[config.mk]
export PLATFORM = sky130hd
export DESIGN_NAME = xc_divrem_iter
export DESIGN_NICKNAME = d
export VERILOG_FILES = /design/src/rtl/xc_divrem_iter.sv
export SDC_FILE = /design/constraint.sdc
export NUM_CORES = 1
export LEC_CHECK = 0
export BUFFER_PORTS_ARGS = -buffer_cell sky130_fd_sc_hd__buf_4
export CAP_MARGIN = 15
export CORE_MARGIN = 2
export CORE_UTILIZATION = 25
export CTS_BUF_LIST = sky130_fd_sc_hd__clkbuf_4 sky130_fd_sc_hd__clkbuf_8
export DETAILED_ROUTE_END_ITERATION = 10
export SLEW_MARGIN = 20
export SYNTH_ARGS = -nofsm -noshare
export SYNTH_HDL_FRONTEND = slang
export SYNTH_SLANG_ARGS = --single-unit
[constraint.sdc]
create_clock -name clock -period 4.3 [get_ports clock]
set_clock_uncertainty 0.05 [all_clocks]
set_input_delay 0.86 -clock clock [delete_from_list [all_inputs] [get_ports clock]]
set_output_delay 0.86 -clock clock [all_outputs]
set_load 0.02 [all_outputs]
[src/rtl/xc_divrem_iter.sv]
// Iterative signed/unsigned divide/remainder unit, BITS_PER_CYCLE restoring steps per clock.
// Optional XC_DIVREM_FAST_PATH_EN: divide-by-zero and signed overflow retire straight to DONE.
module xc_divrem_iter #(
    parameter int unsigned XLEN           = 32,
    parameter int unsigned BITS_PER_CYCLE = 1
) (
    input  logic            clock,
    input  logic            resetn,
    input  logic            flush,
    input  logic            in_valid,
    output logic            in_ready,
    input  logic            op_signed,
    input  logic            op_rem,
    input  logic [XLEN-1:0] rs1,
    input  logic [XLEN-1:0] rs2,
    output logic            out_valid,
    input  logic            out_ready,
    output logic [XLEN-1:0] result,
    output logic            busy
);

    localparam int unsigned N    = XLEN / BITS_PER_CYCLE;
    localparam int unsigned CntW = (N > 1) ? $clog2(N) : 1;
    localparam logic [CntW-1:0] LastCnt = CntW'(N - 1);

    typedef enum logic [1:0] {
        StIdle,
        StRun,
        StFix,
        StDone
    } state_e;

    state_e          state_q;
    logic            op_rem_q;
    logic            neg_q_q;
    logic            neg_r_q;
    logic [XLEN-1:0] q_q;
    logic [XLEN:0]   r_q;
    logic [XLEN-1:0] d_q;
    logic [CntW-1:0] count_q;
    logic [XLEN-1:0] result_q;

    logic [XLEN-1:0] q_d;
    logic [XLEN:0]   r_d;
    logic [XLEN-1:0] rs1_abs;
    logic [XLEN-1:0] rs2_abs;
    logic            neg_q_in;
    logic            neg_r_in;
    logic [XLEN-1:0] r_low;
    logic [XLEN-1:0] fix_res;

    assign in_ready  = (state_q == StIdle);
    assign out_valid = (state_q == StDone);
    assign busy      = (state_q != StIdle);
    assign result    = result_q;

    assign rs1_abs  = (op_signed & rs1[XLEN-1]) ? -rs1 : rs1;
    assign rs2_abs  = (op_signed & rs2[XLEN-1]) ? -rs2 : rs2;
    assign neg_q_in = op_signed & (rs1[XLEN-1] ^ rs2[XLEN-1]) & (rs2 != '0);
    assign neg_r_in = op_signed & rs1[XLEN-1];

    // Chained restoring sub-steps; R never exceeds 2*D so XLEN+1 bits suffice.
    always_comb begin
        q_d = q_q;
        r_d = r_q;
        for (int i = 0; i < int'(BITS_PER_CYCLE); i++) begin
            r_d = {r_d[XLEN-1:0], q_d[XLEN-1]};
            q_d = {q_d[XLEN-2:0], 1'b0};
            if (r_d >= {1'b0, d_q}) begin
                r_d    = r_d - {1'b0, d_q};
                q_d[0] = 1'b1;
            end
        end
    end

    assign r_low   = r_q[XLEN-1:0];
    assign fix_res = op_rem_q ? (neg_r_q ? -r_low : r_low) : (neg_q_q ? -q_q : q_q);

`ifdef XC_DIVREM_FAST_PATH_EN
    logic            div_zero;
    logic            sgn_ovf;
    logic            fast_hit;
    logic [XLEN-1:0] fast_res;

    assign div_zero = (rs2 == '0);
    assign sgn_ovf  = op_signed & (rs1 == {1'b1, {(XLEN-1){1'b0}}}) & (&rs2);
    assign fast_hit = div_zero | sgn_ovf;

    always_comb begin
        fast_res = '0;
        if (div_zero) begin
            fast_res = op_rem ? rs1 : '1;
        end else begin
            fast_res = op_rem ? '0 : rs1;
        end
    end
`endif

    always_ff @(posedge clock or negedge resetn) begin
        if (!resetn) begin
            state_q  <= StIdle;
            op_rem_q <= 1'b0;
            neg_q_q  <= 1'b0;
            neg_r_q  <= 1'b0;
            q_q      <= '0;
            r_q      <= '0;
            d_q      <= '0;
            count_q  <= '0;
            result_q <= '0;
        end else if (flush) begin
            state_q <= StIdle;
        end else begin
            unique case (state_q)
                StIdle: begin
                    if (in_valid) begin
                        op_rem_q <= op_rem;
                        neg_q_q  <= neg_q_in;
                        neg_r_q  <= neg_r_in;
                        q_q      <= rs1_abs;
                        d_q      <= rs2_abs;
                        r_q      <= '0;
                        count_q  <= '0;
`ifdef XC_DIVREM_FAST_PATH_EN
                        if (fast_hit) begin
                            result_q <= fast_res;
                            state_q  <= StDone;
                        end else begin
                            state_q <= StRun;
                        end
`else
                        state_q <= StRun;
`endif
                    end
                end
                StRun: begin
                    q_q     <= q_d;
                    r_q     <= r_d;
                    count_q <= count_q + CntW'(1);
                    if (count_q == LastCnt) begin
                        state_q <= StFix;
                    end
                end
                StFix: begin
                    result_q <= fix_res;
                    state_q  <= StDone;
                end
                StDone: begin
                    if (out_ready) begin
                        state_q <= StIdle;
                    end
                end
                default: state_q <= StIdle;
            endcase
        end
    end

endmodule
# == Word-level counts from Yosys, hierarchy flattened ==
# Cells that the tools add are included.
# totals
ff_bits,138
inputBits,71
out_inout_bits,35
elab_cells,56
# op_classes
add_sub_neg,6
n_lt_le_gt_ge,1
eq_ne,8
muxes,18
bitwise,6
reduce_logical,8
# op_table
operator,count
$mux 32,8
$neg 32->32,4
$pmux 32 s2,2
$ge 33x32->1,1
$reduce_bool 32->1,1
$sub 32x32->32,1
$pmux 5 s2,1
$reduce_and 3->1,3
$mux 2,4
$pmux 2 s4,1
$ne 3x3->1 const B,2
$add 5x1->5 const B,1
$eq 5x5->1 const B,1
$mux 5,1
$and 1x1->1,4
$eq 2x2->1 const B,2
$reduce_bool 2->1,2
$ne 3x2->1 const B,1
$eq 2x1->1 const B,1
$logic_not 2->1,1
$ne 2x2->1 const B,1
$reduce_and 2->1,1
$mux 1,1
$not 1->1,1
$xor 1x1->1,1

# == Depth between registers and ports, before layout ==
# Gate-level depths: netlist of run 1.
# depth
word_depth,4
mapped_depth,13
mapped_depth_nobuf,13

# == Least setup slack after synthesis of run 1 ==
# Ideal clock, no wire load.
# synth_timing
path_type,register -> register
from,reg q_q[31]
to,reg r_q[16]
setup_ns,0.121
t_arrival_ns,2.752
required_ns,4.129
path_slack_ns,1.377
path_stages_with_launch,14
path_buffers,0
synth_period_minus_slack_ns,2.923
cell_sequence,dfrtp_1 -> inv_1 -> ha_1 -> inv_1 -> fa_1 -> a21o_1 -> a221oi_2 -> o211ai_1 -> a31o_1 -> a21o_1 -> a221oi_2 -> xor2_1 -> a21oi_1 -> a22o_1
# synth_via
elab_chain_cells,3
word_cells_on_any_way,4
classes_between,1 x add/sub; 1 x order compare; 2 x mux
# synth_rtl
item,line,rtl
from (decl),37,logic [XLEN-1:0] q_q;
from (signal assigned),119,q_q <= rs1_abs;
from (signal assigned),136,q_q <= q_d;
$sub 32x32->32 / $ge 33x32->1 (equally long branches),"70, 69",
$mux 32 *,69,"if (r_d >= {1'b0, d_q}) begin"
$pmux 32 s2 *,113,unique case (state_q)
to (signal assigned),137,r_q <= r_d;
to (decl),38,logic [XLEN:0] r_q;
# Every way passes the cells marked *; elsewhere a longest branch is shown, timed or not.
# A chain may end at the register's enable or synchronous reset.

# == Worst setup path after layout of run 1 ==
# Ends and elaborated chain as after synthesis.

==> results by group, run 1 <==
Timing
  – Rel. slew slack: 36.7%
  – Final hold violations: 0
  – Fmax: 305 MHz
  – Worst-Margin Slew: 949 ps
  – Final setup viols: 0
  – Hold Worst Slack: 405 ps
  – Slew Viols, Final: 0
  – Min Tclk post-route: 3280 ps
  – Setup_tns: 0 ps
  – RSZ-0062 raised after global routing: no
  – Final period util: 76.3%

Final layout
  – Number of antenna diodes: 0
  – Syn-to-layout area delta: 16.6%
  – Nets: 1,491
  – Finished Cell Area: 12,100 µm²
  – Final std cells w/o fill: 1,921
  – Layout cells sized above 1: 13.0%

CTS
  – # clock sinks: 138
  – Worst skew pair latency: 470 ps
  – CTS hold repair buffers: 0
  – Post-CTS setup buffer count: 0
  – Clock tree buffer depth: 2
  – Root Buffer: clkbuf_8
  – CTS tree: built
  – Clock-pin slew on the worst setup and hold paths: 90 ps
  – Post-CTS Resized: 0
  – H-tree levels: 4
  – Total clock buffers created by CTS: 17

Die
  – # rows: 74
  – Starting density of the core: 25.4%
  – Core Region: 40,800 µm²
  – DIE WIDTH: 207 µm
  – Number of top-level pins: 106
  – Die area: 43,000 µm²
  – Height of the chip: 207 µm

Yosys
  – Average size of a mapped cell: 7.93 µm²
  – Adder-Cell Fraction of Synth Area: 5.27%
  – Netlist cell types: 68
  – Gate Count Post-Synth: 1,306
  – Post-Synth XOR/XNOR Area: 12.3%
  – #FFs+latches synth: 138
  – Synth top area share: 33.4%
  – Area leader, netlist: dfrtp_1
  – Mux contribution to synthesized area: 2.44%
  – Sequential-to-total area share from yosys stat: 33.4%
  – Async set or reset register ratio after synthesis: 100%
  – Largest family of logic cells by synthesized area: compound AO/OA/AOI/OAI gates
  – Syn_nets: 1,420
  – Synth Area in Compound Gates: 23.0%
  – Ys flop type: dfrtp_1
  – Largest cells by area after synthesis: dfrtp_1, o21ai_0, xnor2_1, nand2_1, xor2_1
  – Post-Synth Simple-Gate Area: 19.1%
  – Netlist Area Pre-Place: 10,400 µm²
  – Post-synth EDFFs: 0
  – Yosys warns: 0

Power
  – Max VDD drop: 0.000336 V
  – PD cells: 827 nW/µm²
  – Leak: 5.27 nW

Detailed routing
  – Wire per inst: 16.2 µm
  – Via density: 4.96
  – Drt first pass iters: 5
  – Vias: 9,532
  – DR iter-0 viols: 701
  – ANT nets after route: 0
  – Number of remaining DRC errors: 0
  – Routed WL: 31,100 µm

Placed design
  – Detailed Place HPWL: 23,500 µm
  – Count of input and output buffers: 105
  – Placed inst area: 11,700 µm²
  – Placed cells: 1,889
  – Final RePlAce weighted congestion: 0.898

Worst setup path
  – CP endpoint kind: register
  – CP Data Required Time: 4610 ps
  – Worst-path maximum fanout: 4
  – Worst setup path category: reg2reg
  – Arrival @ worst endpoint: 3590 ps
  – CP Launch Type: register

Global route
  – Initial antenna violation count: 0
  – M2 GR Usage: 21.1%
  – GRT Total Usage: 14.3%
  – Top Usage Layer GRT: met1
  – Largest net degree at the start of global routing: 91
  – GRT Residual Overflow: 0
  – First-pass GRT wire length: 49,900 µm
  – Number of global-route vias before repair: 9,011
  – Met1 Use GR: 21.4%
  – M3 GR Usage: 2.86%

Flow run
  – Max Cap Viol: 0

Min path
  – Worst Hold Class: in2async

Status
  – Run status: completed
==> sequential cells by signal, summed over array words and instances, names as in the netlist <==
| signal | flops |
|---|---|
| state_q | 2 |
| q_q | 32 |
| neg_r_q | 1 |
| result | 32 |
| count_q | 5 |
| d_q | 32 |
| op_rem_q | 1 |
| neg_q_q | 1 |
| r_q | 32 |
==> where the power goes <==
| part | internal, mW | total [mW] | switching, mW |
|---|---|---|---|
| Clock | 0.512 | 1.06 | 0.549 |
| Combinational | 2.50 | 6.25 | 3.75 |
| Sequential | 1.85 | 2.66 | 0.808 |
==> critical path, stage by stage (launching register included) <==
cell      delay, ps
dfrtp_1         390
inv_1           110
ha_1            190
inv_1            60
fa_1            400
a21o_1          200
a221oi_2        340
o211ai_1        240
a31o_1          270
a21o_1          200
a221oi_2        250
xor2_1          190
a21oi_1          80
a22o_1          200
==> cells in the final DEF (no fill, tap or decap), types with 3 or more instances in the layout <==
cell	n
clkinv_2	6
nand4_1	11
o31ai_1	17
nand2_1	169
clkinvlp_4	3
or2_2	4
inv_1	56
or4_1	8
nor3_1	20
o21bai_1	4
o21ai_0	162
o21a_1	6
or3_1	15
mux2i_1	23
and2_1	3
xnor2_1	76
nor4_1	9
a21o_1	14
xor2_1	69
o21ai_1	4
o41ai_2	5
ha_1	42
buf_4	115
nor2b_1	5
a21oi_1	118
dfrtp_1	138
nand2b_1	12
a221oi_1	3
o22ai_1	27
o211ai_1	3
and3_1	8
o41ai_1	9
clkbuf_8	17
a22o_1	4
nand3_1	23
a211oi_1	4
nor2_1	122
a31oi_1	5
==> synth_stat cells (14+ instances only) <==
master / number
xnor2_1: 76
or3_1: 16
o31ai_1: 17
nor2_1: 123
inv_1: 56
clkbuf_1: 55
o21ai_0: 162
nor3_1: 20
xor2_1: 69
dfrtp_1: 138
mux2i_1: 23
ha_1: 42
a21oi_1: 118
nand2_1: 169
o22ai_1: 27
a21o_1: 14
nand3_1: 23
==> layer usage <==
layer,up-vias,part of all wire (%),wire length (µm)
met5,-,0,0
met4,0,0.92,285
met3,26,6.1,1890
met2,264,43,13200
met1,4520,50,15700
li1,4722,-,-
==> path summary, 6_finish.rpt <==
path	startpoint	to	cells past startpoint	slack, ps
setup / recovery	q_q[31]$_DFFE_PN0P_	r_q[16]$_DFFE_PN0P_	13	1020
hold / removal	resetn	state_q[0]$_DFFE_PN0P_	1	410
setup reg to reg	q_q[31]$_DFFE_PN0P_	r_q[16]$_DFFE_PN0P_	13	1020
hold reg to reg	d_q[22]$_DFFE_PN0P_	d_q[22]$_DFFE_PN0P_	2	430
max in group asynchronous	resetn	q_q[30]$_DFFE_PN0P_	2	2990
min in group clock	d_q[22]$_DFFE_PN0P_	d_q[22]$_DFFE_PN0P_	2	430
==> area by class of cell <==
type                    instances  area (µm²)
fillers                      4375       28800
multi-input cells            1045        6450
flip-flops and latches        138        3450
repair buffers                118         915
well taps                     532         666
clock buffers                  18         241
inverters                      57         214
clock inverters                13         130
==> metrics by stage <==
| stage | power [mW] | util [%] | setup slack [ps] |
|---|---|---|---|
| 6_report | 9.98 | 29.5 | 1020 |
| 5_1_grt | 10.9 | 29.5 | 794 |
| 4_1_cts | 9.93 | 29.5 | 1040 |
| 3_5_place_dp | 8.85 | 28.6 | 1060 |
| 3_3_place_gp | 8.78 | 28.6 | 1090 |
| 2_1_floorplan | 7.02 | - | 1380 |
==> cell families (layout without fill, tap and decap cells) <==
family / Yosys count / after routing
AO/OA/AOI/OAI: 403 / 403
XOR/XNOR: 145 / 145
adder cells (fa/ha/maj): 43 / 43
buffers and inverters: 123 / 206
flip-flops: 138 / 138
multiplexers: 25 / 25
AND/OR/NAND/NOR: 429 / 429
(Power assumes the default switching activity.)
==> run 2: changes to the inputs <==
==> constraint.sdc (replaced) <==
create_clock -name clock -period 3.1 [get_ports clock]
set_clock_uncertainty 0.05 [all_clocks]
set_input_delay 0.62 -clock clock [delete_from_list [all_inputs] [get_ports clock]]
set_output_delay 0.62 -clock clock [all_outputs]
set_load 0.02 [all_outputs]
==> run 2 against run 1 <==
Maximum frequency increased by 9.6%; non-clock buffer count grew 47; critical path depth did not move.
==> results by group, run 2 (synthesis results as in run 1) <==
Worst setup path
  – Crit. Startpoint: r_q[0]$_DFFE_PN0P_
  – CP Data Required Time: 3400 ps (-1210 ps)
  – Worst stage delay on the critical path: 460 ps (+60 ps)
  – Reg2Reg Setup Slack: 100 ps (-910 ps)
  – Reg2reg end: r_q[31]$_DFFE_PN0P_
  – Reg2Reg Launch Point: r_q[0]$_DFFE_PN0P_
  – Most prevalent standard cell on the critical path: buf_4
  – Worst-path maximum fanout: 10 (+6)
  – CP endpoint kind: register
  – Worst setup path category: reg2reg
  – Crit path cell chain: ha_1 -> nor2b_1 -> o31a_1 -> o31ai_2 -> buf_4 -> nand2_1 -> a211oi_1 -> buf_4 -> nor2_4 -> buf_4 -> nand3_1 -> mux2i_1 -> a211o_1
  – Arrival @ worst endpoint: 3290 ps (-300 ps)
  – Slowest cell on crit path: dfrtp_2
  – Critical Path End: r_q[31]$_DFFE_PN0P_
  – CP Launch Type: register
  – FF-to-FF path depth: 13 (unchanged)

Detailed routing
  – Number of remaining DRC errors: 0 (unchanged)
  – DR iter-0 viols: 818 (+17%)
  – Drt first pass iters: 7 (+2)
  – Vias: 9,740 (+2.2%)
  – ANT nets after route: 0 (unchanged)
  – Routed WL: 31,900 µm (+2.8%)
  – Wire per inst: 16.2 µm (+0.31%)
  – Via density: 4.95 (-0.31%)

Global route
  – GRT Total Usage: 14.6% (+0.33 points)
  – Largest net degree at the start of global routing: 65 (-29%)
  – First-pass GRT wire length: 51,000 µm (+2.2%)
  – Initial antenna violation count: 1 (+1)
  – GRT Residual Overflow: 0 (unchanged)
  – Number of global-route vias before repair: 9,228 (+2.4%)

Timing
  – Hold Worst Slack: 305 ps (-100 ps)
  – Slew Viols, Final: 0 (unchanged)
  – Setup WS post-layout: 104 ps (-914 ps)
  – RSZ-0062 raised after global routing: yes
  – Rel. slew slack: 27.0% (-9.7 points)
  – Fmax: 334 MHz (+9.6%)
  – Setup_tns: 0 ps (unchanged)
  – Final hold violations: 0 (unchanged)
  – Final period util: 96.7% (+20 points)
  – Worst-Margin Slew: 1100 ps (+146 ps)
  – Final setup viols: 0 (unchanged)
  – Min Tclk post-route: 3000 ps (-286 ps)

Final layout
  – Finished Cell Area: 12,600 µm² (+4.7%)
  – Syn-to-layout area delta: 22.0%
  – Number of antenna diodes: 0 (unchanged)
  – Util after Layout: 30.9% (+1.4 points)
  – Final std cells w/o fill: 1,969 (+2.5%)
  – Layout fillers: 4,399 (+0.55%)
  – Commonest non-fill, non-tap cell in the layout: nand2_1
  – Commonest non-fill, non-tap cells in the layout: nand2_1, o21ai_0, buf_4
  – Nets: 1,538 (+3.2%)
  – Layout cells sized above 1: 16.5% (+3.5 points)

Die
  – Die area: 43,000 µm² (unchanged)
  – Starting density of the core: 25.4% (unchanged)
  – Height of the chip: 207 µm (unchanged)
  – DIE WIDTH: 207 µm (unchanged)
  – Number of top-level pins: 106 (unchanged)
  – # rows: 74 (unchanged)
  – Core Region: 40,800 µm² (unchanged)

Placed design
  – Count of input and output buffers: 105 (unchanged)
  – Final RePlAce weighted congestion: 0.883 (-1.7%)
  – Pre-CTS WS: 64.6 ps (-1000 ps)
  – Placed cells: 1,935 (+2.4%)
  – Placed inst area: 12,000 µm² (+3.2%)
  – Detailed Place HPWL: 24,500 µm (+4.4%)

Power
  – Leak: 5.59 nW (+6.1%)
  – Max VDD drop: 0.000396 V (+18%)
  – Overall power: 14.9 mW (+50%)
  – Combinational share of power: 63.5% (+0.8 points)
  – Clock Power Share: 13.0% (+2.4 points)
  – Sequential Power Share: 23.5% (-3.2 points)
  – Internal cell power: 7.63 mW (+57%)
  – Switch Pwr: 7.29 mW (+43%)
  – PD cells: 1180 nW/µm² (+43%)
  – Sw frac: 48.9% (-2.3 points)

Min path
  – Worst Hold Class: in2reg

CTS
  – Total clock buffers created by CTS: 17 (unchanged)
  – CTS tree: built
  – H-tree levels: 4 (unchanged)
  – Root Buffer: clkbuf_8
  – Worst skew pair latency: 480 ps (about the same)
  – Clock-pin slew on the worst setup and hold paths: 90 ps (about the same)
  – Clock tree buffer depth: 2 (unchanged)
  – # clock sinks: 138 (unchanged)

Flow run
  – Max Cap Viol: 0 (unchanged)

Status
  – Run status: completed
==> run 2: cell count changes in the layout (fill, tap and decap cells not counted), sizes merged <==
cell / change
buf: +46
bufinv: +5
clkbuf: +1
clkinv: -5
clkinvlp: -3
dlygate4sd3: +1
inv: +3
==> run 2: area by class of cell <==
| type | count | area (µm²) | area share [%] |
|---|---|---|---|
| Clock inverter | 13 | 263 | 2.08 |
| Inverter | 57 | 214 | 1.69 |
| Clock buffer | 19 | 249 | 1.97 |
| Timing Repair Buffer | 165 | 1280 | 10.2 |
| Tap cell | 532 | 666 | 5.27 |
| Sequential cell | 138 | 3450 | 27.4 |
| Multi-Input combinational cell | 1045 | 6500 | 51.5 |
==> run 2: timing repair <==
item / in CTS / in global routing
endpoints found under the hold margin: 8 / 0
setup endpoints to repair: 0 / 8
resized for setup: 0 / 11
hold buffers: 1 / 0
setup buffers: 0 / 1
==> run 2: power groups by stage <==
stage	clock network [mW]	logic [mW]	registers, mW
after floorplan	0	6.28	3.47
after global placement	0	9.17	3.48
after detailed placement	0	9.25	3.51
after CTS	1.98	9.30	3.48
after global routing	2.06	10.5	3.61
final	1.95	9.47	3.51
==> run 2: how the worst min path moves through the flow <==
stage | startpoint | endpoint | slack (ps) | cells past startpoint
6_report | flush | state_q[0]$_DFFE_PN0P_ | 300 | 2
5_1_grt | flush | state_q[0]$_DFFE_PN0P_ | 290 | 2
3_3_place_gp | count_q[4]$_DFFE_PN0P_ | count_q[4]$_DFFE_PN0P_ | 410 | 2
3_5_place_dp | count_q[4]$_DFFE_PN0P_ | count_q[4]$_DFFE_PN0P_ | 410 | 2
2_1_floorplan | resetn | count_q[0]$_DFFE_PN0P_ | 270 | 0
4_1_cts | flush | state_q[1]$_DFFE_PN0P_ | 270 | 2
==> run 2: per-layer routing <==
| layer | vias up | wire length, µm | share of wire (%) | global-route usage (%) |
|---|---|---|---|---|
| met5 | - | 0 | 0 | 0 |
| met4 | 0 | 250 | 0.78 | 2.56 |
| met3 | 18 | 1880 | 5.9 | 2.75 |
| met2 | 283 | 13800 | 43 | 21.7 |
| met1 | 4630 | 16000 | 50 | 22.1 |
| li1 | 4809 | - | - | - |
==> run 2: critical path: cells and delay by family, from the launching register on <==
family	cells	cell delay, ps
AO/OA/AOI/OAI	4	1080
buffers and inverters	3	540
AND/OR/NAND/NOR	4	350
adder cells (fa/ha/maj)	1	310
multiplexers	1	80
flip-flops	1	460
